### src/rtl/ddr5_req_queue_if.sv
// Host request/response and memory-controller command bundle for ddr5_req_queue.
`timescale 1ns/1ps
interface ddr5_req_queue_if #(
  parameter int ADDR_WIDTH = 32,
  parameter int DATA_WIDTH = 64,
  parameter int DEPTH      = 8,
  parameter int TAG_WIDTH  = 4
);
  logic                    host_valid;
  logic                    host_ready;
  logic                    host_read;
  logic [ADDR_WIDTH-1:0]   host_addr;
  logic [DATA_WIDTH-1:0]   host_wdata;
  logic [TAG_WIDTH-1:0]    host_tag;
  logic                    rsp_valid;
  logic                    rsp_ready;
  logic [TAG_WIDTH-1:0]    rsp_tag;
  logic [DATA_WIDTH-1:0]   rsp_rdata;
  logic                    mc_cmd_valid;
  logic                    mc_cmd_read;
  logic [ADDR_WIDTH-1:0]   mc_addr;
  logic [DATA_WIDTH-1:0]   mc_wdata;
  logic                    mc_cmd_ready;
  logic [DATA_WIDTH-1:0]   mc_data_out;
  logic [$clog2(DEPTH):0]  level;
  logic                    err_timeout;

  modport master (
    output host_valid, host_read, host_addr, host_wdata, host_tag, rsp_ready,
           mc_cmd_ready, mc_data_out,
    input  host_ready, rsp_valid, rsp_tag, rsp_rdata, mc_cmd_valid, mc_cmd_read,
           mc_addr, mc_wdata, level, err_timeout
  );

  modport slave (
    input  host_valid, host_read, host_addr, host_wdata, host_tag, rsp_ready,
           mc_cmd_ready, mc_data_out,
    output host_ready, rsp_valid, rsp_tag, rsp_rdata, mc_cmd_valid, mc_cmd_read,
           mc_addr, mc_wdata, level, err_timeout
  );
endinterface

### src/rtl/ddr5_req_queue.sv
// DDR5 host request queue: FIFO of tagged requests issued one at a time to the
// memory controller; read data returned with its tag; watchdog on stuck commands.
//
// state | meaning
// IDLE  | nothing outstanding; loads FIFO head onto mc_* when level != 0
// ISSUE | mc_cmd_valid high until the controller accepts (FIFO pops)
// BUSY  | accepted; waiting for the controller to drop mc_cmd_ready
// WAIT  | controller working; waiting for mc_cmd_ready to return
// RESP  | read response held until the host takes it
`timescale 1ns/1ps
module ddr5_req_queue #(
  parameter int ADDR_WIDTH = 32,
  parameter int DATA_WIDTH = 64,
  parameter int DEPTH      = 8,
  parameter int TAG_WIDTH  = 4,
  parameter int TIMEOUT    = 255
) (
  input logic              clk_mem,
  input logic              rst,
  ddr5_req_queue_if.slave  bus
);
  localparam int         PTR_W    = $clog2(DEPTH);
  localparam int         LVL_W    = PTR_W + 1;
  localparam logic [8:0] WD_LIMIT = 9'(TIMEOUT);

  typedef enum logic [2:0] {S_IDLE, S_ISSUE, S_BUSY, S_WAIT, S_RESP} state_t;

  typedef struct packed {
    logic                  rd;
    logic [ADDR_WIDTH-1:0] addr;
    logic [DATA_WIDTH-1:0] wdata;
    logic [TAG_WIDTH-1:0]  tag;
  } req_t;

  req_t                  mem [DEPTH];
  req_t                  head;
  logic [PTR_W-1:0]      wr_ptr, rd_ptr;
  logic [LVL_W-1:0]      level_q;
  logic                  not_full, push, pop;

  state_t                state;
  logic                  cmd_valid_q, cmd_read_q;
  logic [ADDR_WIDTH-1:0] addr_q;
  logic [DATA_WIDTH-1:0] wdata_q;
  logic [TAG_WIDTH-1:0]  tag_q;
  logic                  rsp_valid_q;
  logic [TAG_WIDTH-1:0]  rsp_tag_q;
  logic [DATA_WIDTH-1:0] rsp_rdata_q;
  logic                  err_q;
  logic [7:0]            wd_cnt;
  logic [8:0]            wd_next;
  logic                  wd_hit;

  assign not_full = (level_q != LVL_W'(DEPTH));
  assign push     = bus.host_valid && not_full;
  assign pop      = cmd_valid_q && bus.mc_cmd_ready;
  assign head     = mem[rd_ptr];
  assign wd_next  = {1'b0, wd_cnt} + 9'd1;
  assign wd_hit   = (wd_next == WD_LIMIT);

  // Storage needs no reset: occupancy is tracked by the pointers and level.
  always_ff @(posedge clk_mem) begin
    if (push) mem[wr_ptr] <= {bus.host_read, bus.host_addr, bus.host_wdata, bus.host_tag};
  end

  always_ff @(posedge clk_mem) begin
    if (rst) begin
      wr_ptr  <= '0;
      rd_ptr  <= '0;
      level_q <= '0;
    end else begin
      if (push) wr_ptr <= wr_ptr + PTR_W'(1);
      if (pop)  rd_ptr <= rd_ptr + PTR_W'(1);
      case ({push, pop})
        2'b10:   level_q <= level_q + LVL_W'(1);
        2'b01:   level_q <= level_q - LVL_W'(1);
        default: level_q <= level_q;
      endcase
    end
  end

  always_ff @(posedge clk_mem) begin
    if (rst) begin
      state       <= S_IDLE;
      cmd_valid_q <= 1'b0;
      cmd_read_q  <= 1'b0;
      addr_q      <= '0;
      wdata_q     <= '0;
      tag_q       <= '0;
      rsp_valid_q <= 1'b0;
      rsp_tag_q   <= '0;
      rsp_rdata_q <= '0;
      err_q       <= 1'b0;
      wd_cnt      <= '0;
    end else begin
      case (state)
        S_IDLE: begin
          if (level_q != '0) begin
            cmd_read_q  <= head.rd;
            addr_q      <= head.addr;
            wdata_q     <= head.wdata;
            tag_q       <= head.tag;
            cmd_valid_q <= 1'b1;
            state       <= S_ISSUE;
          end
        end
        S_ISSUE: begin
          if (bus.mc_cmd_ready) begin
            cmd_valid_q <= 1'b0;
            wd_cnt      <= '0;
            state       <= S_BUSY;
          end
        end
        S_BUSY: begin
          if (wd_hit) begin
            err_q <= 1'b1;
            state <= S_IDLE;
          end else begin
            wd_cnt <= wd_next[7:0];
            if (!bus.mc_cmd_ready) state <= S_WAIT;
          end
        end
        S_WAIT: begin
          // Completion wins over a watchdog expiry landing on the same cycle.
          if (bus.mc_cmd_ready) begin
            if (cmd_read_q) begin
              rsp_valid_q <= 1'b1;
              rsp_tag_q   <= tag_q;
              rsp_rdata_q <= bus.mc_data_out;
              state       <= S_RESP;
            end else begin
              state <= S_IDLE;
            end
          end else if (wd_hit) begin
            err_q <= 1'b1;
            state <= S_IDLE;
          end else begin
            wd_cnt <= wd_next[7:0];
          end
        end
        S_RESP: begin
          if (bus.rsp_ready) begin
            rsp_valid_q <= 1'b0;
            state       <= S_IDLE;
          end
        end
        default: state <= S_IDLE;
      endcase
    end
  end

  assign bus.host_ready   = not_full;
  assign bus.level        = level_q;
  assign bus.mc_cmd_valid = cmd_valid_q;
  assign bus.mc_cmd_read  = cmd_read_q;
  assign bus.mc_addr      = addr_q;
  assign bus.mc_wdata     = wdata_q;
  assign bus.rsp_valid    = rsp_valid_q;
  assign bus.rsp_tag      = rsp_tag_q;
  assign bus.rsp_rdata    = rsp_rdata_q;
  assign bus.err_timeout  = err_q;
endmodule

### src/flat_wrapper.sv
// flat-port wrapper written by rule: the top's interface ports become plain ports
module ddr5_req_queue_flat 
#(
  parameter int ADDR_WIDTH = 32,
  parameter int DATA_WIDTH = 64,
  parameter int DEPTH      = 8,
  parameter int TAG_WIDTH  = 4,
  parameter int TIMEOUT    = 255
)
  (clk_mem, rst, bus_host_valid, bus_host_read, bus_host_addr, bus_host_wdata, bus_host_tag, bus_rsp_ready, bus_mc_cmd_ready, bus_mc_data_out, bus_host_ready, bus_rsp_valid, bus_rsp_tag, bus_rsp_rdata, bus_mc_cmd_valid, bus_mc_cmd_read, bus_mc_addr, bus_mc_wdata, bus_level, bus_err_timeout);
  ddr5_req_queue_if #(.ADDR_WIDTH(ADDR_WIDTH), .DATA_WIDTH(DATA_WIDTH), .DEPTH(DEPTH), .TAG_WIDTH(TAG_WIDTH)) bus_i ();
  input logic clk_mem;
  input logic rst;
  input wire logic [$bits(bus_i.host_valid)-1:0] bus_host_valid;
  input wire logic [$bits(bus_i.host_read)-1:0] bus_host_read;
  input wire logic [$bits(bus_i.host_addr)-1:0] bus_host_addr;
  input wire logic [$bits(bus_i.host_wdata)-1:0] bus_host_wdata;
  input wire logic [$bits(bus_i.host_tag)-1:0] bus_host_tag;
  input wire logic [$bits(bus_i.rsp_ready)-1:0] bus_rsp_ready;
  input wire logic [$bits(bus_i.mc_cmd_ready)-1:0] bus_mc_cmd_ready;
  input wire logic [$bits(bus_i.mc_data_out)-1:0] bus_mc_data_out;
  output wire logic [$bits(bus_i.host_ready)-1:0] bus_host_ready;
  output wire logic [$bits(bus_i.rsp_valid)-1:0] bus_rsp_valid;
  output wire logic [$bits(bus_i.rsp_tag)-1:0] bus_rsp_tag;
  output wire logic [$bits(bus_i.rsp_rdata)-1:0] bus_rsp_rdata;
  output wire logic [$bits(bus_i.mc_cmd_valid)-1:0] bus_mc_cmd_valid;
  output wire logic [$bits(bus_i.mc_cmd_read)-1:0] bus_mc_cmd_read;
  output wire logic [$bits(bus_i.mc_addr)-1:0] bus_mc_addr;
  output wire logic [$bits(bus_i.mc_wdata)-1:0] bus_mc_wdata;
  output wire logic [$bits(bus_i.level)-1:0] bus_level;
  output wire logic [$bits(bus_i.err_timeout)-1:0] bus_err_timeout;
  assign bus_i.host_valid = bus_host_valid;
  assign bus_i.host_read = bus_host_read;
  assign bus_i.host_addr = bus_host_addr;
  assign bus_i.host_wdata = bus_host_wdata;
  assign bus_i.host_tag = bus_host_tag;
  assign bus_i.rsp_ready = bus_rsp_ready;
  assign bus_i.mc_cmd_ready = bus_mc_cmd_ready;
  assign bus_i.mc_data_out = bus_mc_data_out;
  assign bus_host_ready = bus_i.host_ready;
  assign bus_rsp_valid = bus_i.rsp_valid;
  assign bus_rsp_tag = bus_i.rsp_tag;
  assign bus_rsp_rdata = bus_i.rsp_rdata;
  assign bus_mc_cmd_valid = bus_i.mc_cmd_valid;
  assign bus_mc_cmd_read = bus_i.mc_cmd_read;
  assign bus_mc_addr = bus_i.mc_addr;
  assign bus_mc_wdata = bus_i.mc_wdata;
  assign bus_level = bus_i.level;
  assign bus_err_timeout = bus_i.err_timeout;
  ddr5_req_queue #(.ADDR_WIDTH(ADDR_WIDTH), .DATA_WIDTH(DATA_WIDTH), .DEPTH(DEPTH), .TAG_WIDTH(TAG_WIDTH), .TIMEOUT(TIMEOUT)) u_core (.clk_mem(clk_mem), .rst(rst), .bus(bus_i));
endmodule
### config.mk
export PLATFORM = sky130hd
export DESIGN_NAME = ddr5_req_queue_flat
export DESIGN_NICKNAME = d
export VERILOG_FILES = /design/src/rtl/ddr5_req_queue_if.sv /design/src/rtl/ddr5_req_queue.sv /design/src/flat_wrapper.sv
export SDC_FILE = /design/constraint.sdc
export NUM_CORES = 1
export LEC_CHECK = 0
export CORE_MARGIN = 4
export CORE_UTILIZATION = 36
export CTS_BUF_LIST = sky130_fd_sc_hd__clkbuf_8
export DETAILED_ROUTE_END_ITERATION = 10
export PLACE_DENSITY = 0.63
export SLEW_MARGIN = 20
export SYNTH_ARGS = -nofsm -noshare
export SYNTH_HDL_FRONTEND = slang
export SYNTH_SLANG_ARGS = --single-unit
### constraint.sdc
create_clock -name clk_mem -period 18.3 [get_ports clk_mem]
set_clock_uncertainty 0.05 [all_clocks]
set_input_delay 4.575 -clock clk_mem [delete_from_list [all_inputs] [get_ports clk_mem]]
set_output_delay 4.575 -clock clk_mem [all_outputs]
set_load 0.03 [all_outputs]
==> impl_metrics.env <==
export IMPL_grt_first_pass_wirelength_um=129000
export IMPL_cts_tree="done"
export IMPL_htreeDepth=4
export IMPL_maxSlewHeadroom_pct=25.5
export IMPL_nNetsFinal=2561
export IMPL_stdcell_count=3893
export IMPL_regArea_um2=28100
export IMPL_die_x_um=329
export IMPL_p_leak_uw=0.0141
export IMPL_gr_max_usage_layer="met2"
export IMPL_core_area_um2=102000
export IMPL_ys_flop_type="edfxtp_1"
export IMPL_met1_usage_pct=20.2
export IMPL_syn_inst=1970
export IMPL_setup_viol=0
export IMPL_grt_ovfl_total=0
export IMPL_period_minus_slack_ns=7.31
export IMPL_clock_path_buffers=3
export IMPL_viasPerCell=5.00
export IMPL_worstSetupPathType="in2reg"
export IMPL_grt_max_degree=203
export IMPL_num_rows=117
export IMPL_multi_input_area_um2=8490
export IMPL_setup_tns_final_ns=0
export IMPL_hpwl_um=50700
export IMPL_drtIter0Drc=1192
export IMPL_finalWeightedCongestion=0.849
export IMPL_grt_usage_pct=15.9
export IMPL_post_cts_buffers=0
export IMPL_ys_types=49
export IMPL_start_util_pct=36.4
export IMPL_post_cts_resized=0
export IMPL_final_layout_size_suffix_gt1_share_pct=18.6
export IMPL_dp_cells=3586
export IMPL_clk_pin_slew_worst_paths_ns=0.05
export IMPL_finalMaxSlewViolations=0
export IMPL_required_ns=18.68
export IMPL_met2_usage_pct=26.6
export IMPL_min_path_type="reg2reg"
export IMPL_drt_wl_total_um=86900
export IMPL_grt_pass1_vias=20200
export IMPL_worst_ep_arrival_time_ns=7.69
export IMPL_ir_worst_vdd_uv=154
export IMPL_use_met3_pct=4.41
export IMPL_tightest_slew_ns=1.12
export IMPL_die_y_um=329
export IMPL_finish_utilization_pct=44.2
export IMPL_numCtsBuffers=163
export IMPL_antenna_found_initial=19
export IMPL_ios=343
export IMPL_synth_area_um2=37200
export IMPL_area_growth_syn_to_layout_pct=21.6
export IMPL_wl_per_cell_um=22.3
export IMPL_ant_nets=0
export IMPL_cts_root_buffer="clkbuf_8"
export IMPL_synthArstFlopShare_pct=0
export IMPL_hp_start="u_core.bus.rsp_rdata[23]"
export IMPL_cp_start_kind="input pin"
export IMPL_r2r_start="u_core.rd_ptr[0]"
export IMPL_dr_pass1_iters=5
export IMPL_final_cell_mix="edfxtp_1, clkdlybuf4s50_1, mux4_2, dfxtp_1, clkbuf_8"
export IMPL_rsz0062_at_grt="no"
export IMPL_hold_buffers=0
export IMPL_drc=0
export IMPL_vias=19500
export IMPL_drv_cap=0
export IMPL_final_common_cell="edfxtp_1"
export IMPL_end_kind="flop"
export IMPL_period_share_pct=39.9
export IMPL_crit_start="bus_host_valid"
export IMPL_synth_seq_cells=1001
export IMPL_fmax_ghz=0.137
export IMPL_synth_edf_count=808
export IMPL_status="completed"
export IMPL_synth_warnings=0
export IMPL_power_density_nw_per_um2=122
export IMPL_crit_fanout=48
export IMPL_hold_violations=0
export IMPL_io_buffer_count=342
export IMPL_fillers=8886
export IMPL_clock_latency_ns=0.82
export IMPL_cts_sinks=1001
export IMPL_seq_area_frac_synth_pct=75.7
export IMPL_die_area_um2=108000
export IMPL_synth_avg_cell_area_um2=18.9
export IMPL_syn_num_nets=2148
kinds of logic (layout without fill, tap and decap cells):
family	Yosys count	after routing	share of synthesized area, %
DFF	1001	1001	75.7
xor gates and xnor gates	10	10	0.236
buffers and inverters	128	678	1.64
and+or+nand+nor	313	313	3.50
AOI/OAI and AO/OA	207	207	3.70
other	0	5	0
adders and majority gates	8	8	0.290
muxes	303	303	15.0
routing by layer:
metal / vias to the layer above / routed length (µm)
li1: 8703 / -
met1: 9969 / 36400
met2: 612 / 42600
met3: 169 / 6040
met4: 18 / 1820
met5: - / 122
cell usage after synthesis, types with 2 or more instances:
cell      instances  area (µm²)
mux4_2          202        4550
ha_1              7        87.6
buf_1            12        45.0
a21o_1            4        30.0
inv_1             7        26.3
nor2_1          119         447
o21ai_0           4        20.0
dfxtp_1         193        3860
edfxtp_1        808       24300
nand2b_1          4        25.0
nand2_1         153         574
xnor2_1           4        35.0
o41ai_1           3        26.3
a21oi_1          79         395
xor2_1            6        52.6
nor4_2            2        25.0
nand4_1           3        18.8
nand3_1           5        25.0
clkbuf_1         50         188
a211oi_1        102         766
o211ai_1          3        22.5
nand3_2           2        20.0
and2_1            3        18.8
buf_4            22         165
mux2i_1         101        1010
a31oi_1           3        18.8
buf_2            37         185
nor3_1            9        45.0
or3_1             3        18.8
critical path: stages:
cell	delay, ns
clkdlybuf4s50_1	0.54
nand3_1	0.32
nor2_4	0.76
buf_4	0.82
buf_4	0.64
layout make-up:
cell class	count	share of cell area, %
inverter	7	0.0581
tap	1368	3.79
multi-input combinational	841	18.8
clock buffer	178	5.42
clock inverter	124	1.57
sequential	1001	62.2
timing repair buffer	369	8.12
antenna	5	0.0277
state kept, by name, summed over array words and instances, names as in the netlist, 4 cells and up:
signal	count
u_core.mem	808
u_core.bus.rsp_tag	4
u_core.bus.level	4
u_core.wd_cnt	8
u_core.bus.rsp_rdata	64
u_core.bus.mc_addr	32
u_core.bus.mc_wdata	64
u_core.tag_q	4
power breakdown:
part | switching [µW] | total (µW) | internal, µW | leakage, µW
sequential | 82.2 | 2690 | 2610 | 0.00892
combinational | 563 | 975 | 412 | 0.00337
clock | 885 | 1860 | 975 | 0.00184
total | 1530 | 5520 | 3990 | 0.0141
final timing paths:
kind / endpoint / slack [ns] / cells past startpoint
worst max-delay path: u_core.mem[7][42] / 10.99 / 5
worst min-delay path: u_core.bus.rsp_rdata[23] / 0.40 / 2
worst max register to register: u_core.bus.mc_addr[14] / 14.41 / 5
worst min register to register: u_core.bus.rsp_rdata[23] / 0.40 / 2
metrics by stage:
step | cell area (µm²) | hold slack [ns] | worst slack [ns] | power, µW
CTS | 45200 | 0.404 | 10.96 | 5620
floorplan | 37200 | 0.382 | 3.17 | 3380
global placement | 42000 | 0.391 | 10.17 | 3710
global route | 45200 | 0.422 | 10.84 | 5800
finish | 45200 | 0.402 | 10.99 | 5520
detailed placement | 42000 | 0.396 | 10.06 | 3730
Power figures use the tool's default switching activity.
==> patch 1: new RTL, same flow settings <==
Reset style: asynchronous (`rst`), changed in 2 clocked blocks.
--- a/src/rtl/ddr5_req_queue.sv
+++ b/src/rtl/ddr5_req_queue.sv
@@ -63,7 +63,7 @@
     if (push) mem[wr_ptr] <= {bus.host_read, bus.host_addr, bus.host_wdata, bus.host_tag};
   end
 
-  always_ff @(posedge clk_mem) begin
+  always_ff @(posedge clk_mem or posedge rst) begin
     if (rst) begin
       wr_ptr  <= '0;
       rd_ptr  <= '0;
@@ -79,7 +79,7 @@
     end
   end
 
-  always_ff @(posedge clk_mem) begin
+  always_ff @(posedge clk_mem or posedge rst) begin
     if (rst) begin
       state       <= S_IDLE;
       cmd_valid_q <= 1'b0;
Behaviour: differs if rst is asserted again (counterexample within 4 cycles, from zero or initial values and one cycle with rst high); with rst held inactive, the same outputs for 4 cycles.
==> patch 1 against the original RTL <==
Area after synthesis increased by 0.90%; sequential cell count did not move; via count down 6.3%; routed wire length is 3.7% lower; final area up 1.1%; worst setup slack better by 0.34 ns; critical path type is now register to output port; critical endpoint is now bus_host_ready; largest cell class unchanged.
Power is not compared: it rests on default switching activity, and its combinational part moved more than twofold at a synthesized area within 25%.
==> patch 1: results (changes against the original RTL) <==
| Metric | Value |
|---|---|
| Worst Max-Slew Pin Slew | `1.115 ns (-0.001837 ns)` |
| Xor-xnor portion of the synthesized cell area | `0.1868% (-0.049 points)` |
| Area post-placement | `42,510 sq um (+1.1%)` |
| Layout cell share with drive strength beyond 1 | `22.56% (+4.0 points)` |
| Num CTS Buffers | `162 (-0.61%)` |
| Tot GR Track Use | `15.30% (-0.59 points)` |
| HP Start | `u_core.bus.err_timeout` |
| RR Startpoint | `u_core.rd_ptr[0]` |
| Sequential share of the synthesized area | `77.58% (+1.9 points)` |
| Clock insertion delay at the later pin of the skew report | `0.79 ns (-0.03 ns)` |
| Post-synthesis compound-gate area fraction | `1.792% (-1.9 points)` |
| Post-synthesis mux area share | `16.96% (+2.0 points)` |
| DR vias/cell | `4.855 (-2.9%)` |
| Reg2reg setup slack | `14.77 ns (+0.36 ns)` |
| CP max-delay cell | `clkdlybuf4s50_1` |
| Netlist cell types | `42 (-14%)` |
| Filler Cell Count | `8,862 (-0.27%)` |
| Final HPWL from detailed placement | `49.10 mm (-3.1%)` |
| First-pass GRT wire length | `124.1 mm (-3.6%)` |
| Syn nets | `1,961 (-8.7%)` |
| Synth top cells by count | `edfxtp_1 (808), mux4_2 (202), dfrtp_1 (193), nand2_1 (116), mux2i_1 (102)` |
| Status | `finished clean` |
| Hold depth | `1 (-1)` |
| Largest net degree at the start of global routing | `90 (-56%)` |
| Reg2reg end | `u_core.bus.mc_wdata[35]` |
| Max incr delay on CP | `0.66 ns (-0.16 ns)` |
| Initial antenna violation count | `11 (-8)` |
-- patch 1: logic make-up (layout without fill, tap and decap cells) --
group	count (synthesis)	in the layout
other	0	6
adder cells (fa/ha/maj)	8	8
buffers and inverters	101	689
multiplexers	374	374
flip-flops	1001	1001
XOR/XNOR	8	8
AO/OA/AOI/OAI	127	127
AND/OR/NAND/NOR	164	164
-- patch 1: through the flow --
stage / total power (W) / hold slack [ns] / cells / worst slack, ns
detailed placement: 0.005799 / 0.4121 / 3448 / 10.76
CTS: 0.007656 / 0.4220 / 3750 / 11.20
finish: 0.007512 / 0.4143 / 3757 / 11.33
global placement: 0.005748 / 0.3973 / 3448 / 10.74
floorplan: 0.004894 / 0.4008 / 1783 / 5.741
global route: 0.007936 / 0.4319 / 3754 / 11.17
-- patch 1: power by group --
part	total, W	switching, W	internal, W	leakage [nW]
Clock	0.00183	0.000869	0.000960	1.83
Combinational	0.00250	0.00141	0.00109	4.40
Sequential	0.00319	0.000223	0.00296	9.71
Total	0.00751	0.00250	0.00501	15.9
-- patch 1: worst max-delay path by stage --
stage / start / to / slack [ns] / cells past startpoint
detailed placement: bus_host_valid / u_core.mem[0][84] / 10.76 / 6
floorplan: bus_host_valid / u_core.mem[0][0] / 5.74 / 3
finish: u_core.bus.level[0] / bus_host_ready / 11.33 / 3
CTS: u_core.bus.level[0] / bus_host_ready / 11.20 / 3
global route: u_core.bus.level[0] / bus_host_ready / 11.17 / 3
global placement: bus_host_valid / u_core.mem[0][84] / 10.74 / 6
-- patch 1: final cells by class --
class / instances / area [sq um] / area share, %
Clock buffer: 178 / 2450 / 5.361
Multi-Input combinational cell: 681 / 7959 / 17.42
Clock inverter: 124 / 678.2 / 1.484
Timing Repair Buffer: 377 / 3717 / 8.135
Tap cell: 1380 / 1727 / 3.779
Antenna cell: 6 / 15.01 / 0.03286
Sequential cell: 1001 / 29100 / 63.69
Inverter: 10 / 45.04 / 0.09857
-- patch 1: worst reg2reg max path: stages, from the launching register on --
cell	delay, ns
dfrtp_4	0.79
buf_4	0.73
buf_6	0.68
mux4_2	0.69
mux2i_1	0.27
o21ai_0	0.14
-- patch 1: layer usage --
layer / vias up / part of all wire [%] / routed length [um] / GRT usage (%)
met5: - / 0.056 / 47 / 0
li1: 8118 / - / - / -
met4: 8 / 1.8 / 1527 / 4.493
met3: 120 / 6.1 / 5090 / 4.028
met2: 486 / 50 / 41820 / 25.70
met1: 9510 / 42 / 35200 / 19.62
==> patch 2: new RTL, same settings <==
Without the edit above. `DATA_WIDTH` is set to 64 in 3 places; all go to 128.
--- a/src/rtl/ddr5_req_queue_if.sv
+++ b/src/rtl/ddr5_req_queue_if.sv
@@ -2,7 +2,7 @@
 `timescale 1ns/1ps
 interface ddr5_req_queue_if #(
   parameter int ADDR_WIDTH = 32,
-  parameter int DATA_WIDTH = 64,
+  parameter int DATA_WIDTH = 128,
   parameter int DEPTH      = 8,
   parameter int TAG_WIDTH  = 4
 );
--- a/src/rtl/ddr5_req_queue.sv
+++ b/src/rtl/ddr5_req_queue.sv
@@ -10,7 +10,7 @@
 `timescale 1ns/1ps
 module ddr5_req_queue #(
   parameter int ADDR_WIDTH = 32,
-  parameter int DATA_WIDTH = 64,
+  parameter int DATA_WIDTH = 128,
   parameter int DEPTH      = 8,
   parameter int TAG_WIDTH  = 4,
   parameter int TIMEOUT    = 255
--- a/src/flat_wrapper.sv
+++ b/src/flat_wrapper.sv
@@ -2,7 +2,7 @@
 module ddr5_req_queue_flat 
 #(
   parameter int ADDR_WIDTH = 32,
-  parameter int DATA_WIDTH = 64,
+  parameter int DATA_WIDTH = 128,
   parameter int DEPTH      = 8,
   parameter int TAG_WIDTH  = 4,
   parameter int TIMEOUT    = 255
Ports: changed (resized bus_host_wdata, bus_mc_data_out, bus_mc_wdata and bus_rsp_rdata); port bits go from 343 to 599. No check against the original RTL was run, so the function may have changed too.
==> patch 2 against the original RTL <==
Routed wire length increased by 71%; critical path depth is 1 higher; sequential cell count increased by 640; combinational power rose by 67%; final area grew 64%; global-route usage rose by 0.87 points; largest power group unchanged; critical path type unchanged; area after synthesis rose by 63%; final cell count increased by 64%; worst setup slack worse by 0.12 ns; power grew 67%; non-clock buffer count rose by 279.
==> patch 2: results (changes against the original RTL) <==
| Metric | Value |
|---|---|
| Layout cell share with drive strength beyond 1 | `18.65% (+0.082 points)` |
| Vias in the first global route | `32,570 (+61%)` |
| Layout Cells excl Fill | `6,375 (+64%)` |
| Hold slack | `0.4009 ns (-0.0008190 ns)` |
| Max FFs per register | `1,320 (+63%)` |
| Xor-xnor portion of the synthesized cell area | `0.1305% (-0.11 points)` |
| HP Start | `u_core.bus.rsp_rdata[123]` |
| # nets final | `4,253 (+66%)` |
| NetSw | `0.002510 W (+64%)` |
| Status | `finished clean` |
| Peak supply drop | `0.07669 mV (-50%)` |
| Num CTS Buffers | `295 (+81%)` |
| Number of flops mapped to enable cells by yosys | `1,320 (+63%)` |
| Tot GR Track Use | `16.76% (+0.87 points)` |
| Cells on worst reg2reg path | `7 (+2)` |
| Syn_area_per_cell | `18.86 sq um (about the same)` |
| Reg2reg end | `u_core.bus.mc_wdata[124]` |
| Share of total power in the clock network | `34.6% (+0.9 points)` |
| Static Leak | `23.21 nW (+64%)` |
| Wire per inst | `23.34 um (+4.5%)` |
| Area contributors post-synth | `edfxtp_1 (66%), mux4_2 (12%), dfxtp_1 (11%), mux2i_1 (2.8%), a211oi_1 (2.1%)` |
| Worst EP arrival | `7.98 ns (+0.29 ns)` |
| Worst Max-Slew Pin Slew | `1.105 ns (-0.01170 ns)` |
| GPL Wtd Cong | `0.8157 (-3.9%)` |
| Syn nets | `3,508 (+63%)` |
| Final HPWL from detailed placement | `87.05 mm (+72%)` |
| CP max FO | `55 (+15%)` |
| Worst Hold Path EP | `u_core.bus.rsp_rdata[123]` |
| Filler Cell Count | `14,520 (+63%)` |
| Adder-Cell Fraction of Synth Area | `0.1781% (-0.11 points)` |
| Netlist cell types | `45 (-8.2%)` |
| Clock Path Buffers | `4 (+1)` |
| Buffers added on ports | `598 (+75%)` |
| H-tree levels | `5 (+1)` |
| Post-synthesis compound-gate area fraction | `3.480% (-0.22 points)` |
-- patch 2: changes by cell type in the layout (fill, tap and decap cells not counted), moves of 69 or more --
cell,unedited run,this run
nand2_1,153,287
mux2i_1,101,170
clkbuf_8,179,330
clkdlybuf4s50_1,341,597
edfxtp_1,808,1320
mux4_2,202,330
dfxtp_1,190,318
-- patch 2: final cells by class --
cell class	count	area, sq um	share of cell area, %
inverters	7	26.28	0.03535
multi-input cells	1354	13540	18.21
clock inverters	180	937.1	1.261
clock buffers	330	4542	6.111
repair buffers	648	6420	8.638
well taps	2204	2758	3.710
flip-flops and latches	1641	46080	61.99
diodes	11	27.53	0.03704
-- patch 2: layer usage --
metal,up-vias,track usage [%],share of wire (%)
li1,14250,-,-
met1,16280,20.67,40
met2,890,28.34,51
met3,287,4.847,6.0
met4,22,5.654,2.9
met5,-,0,0.095
-- patch 2: critical path: stages --
cell and delay [ns]:
clkdlybuf4s50_1 0.52, nand2_1 0.28, nor4b_4 0.33, buf_4 0.68, buf_4 0.83, buf_4 0.62
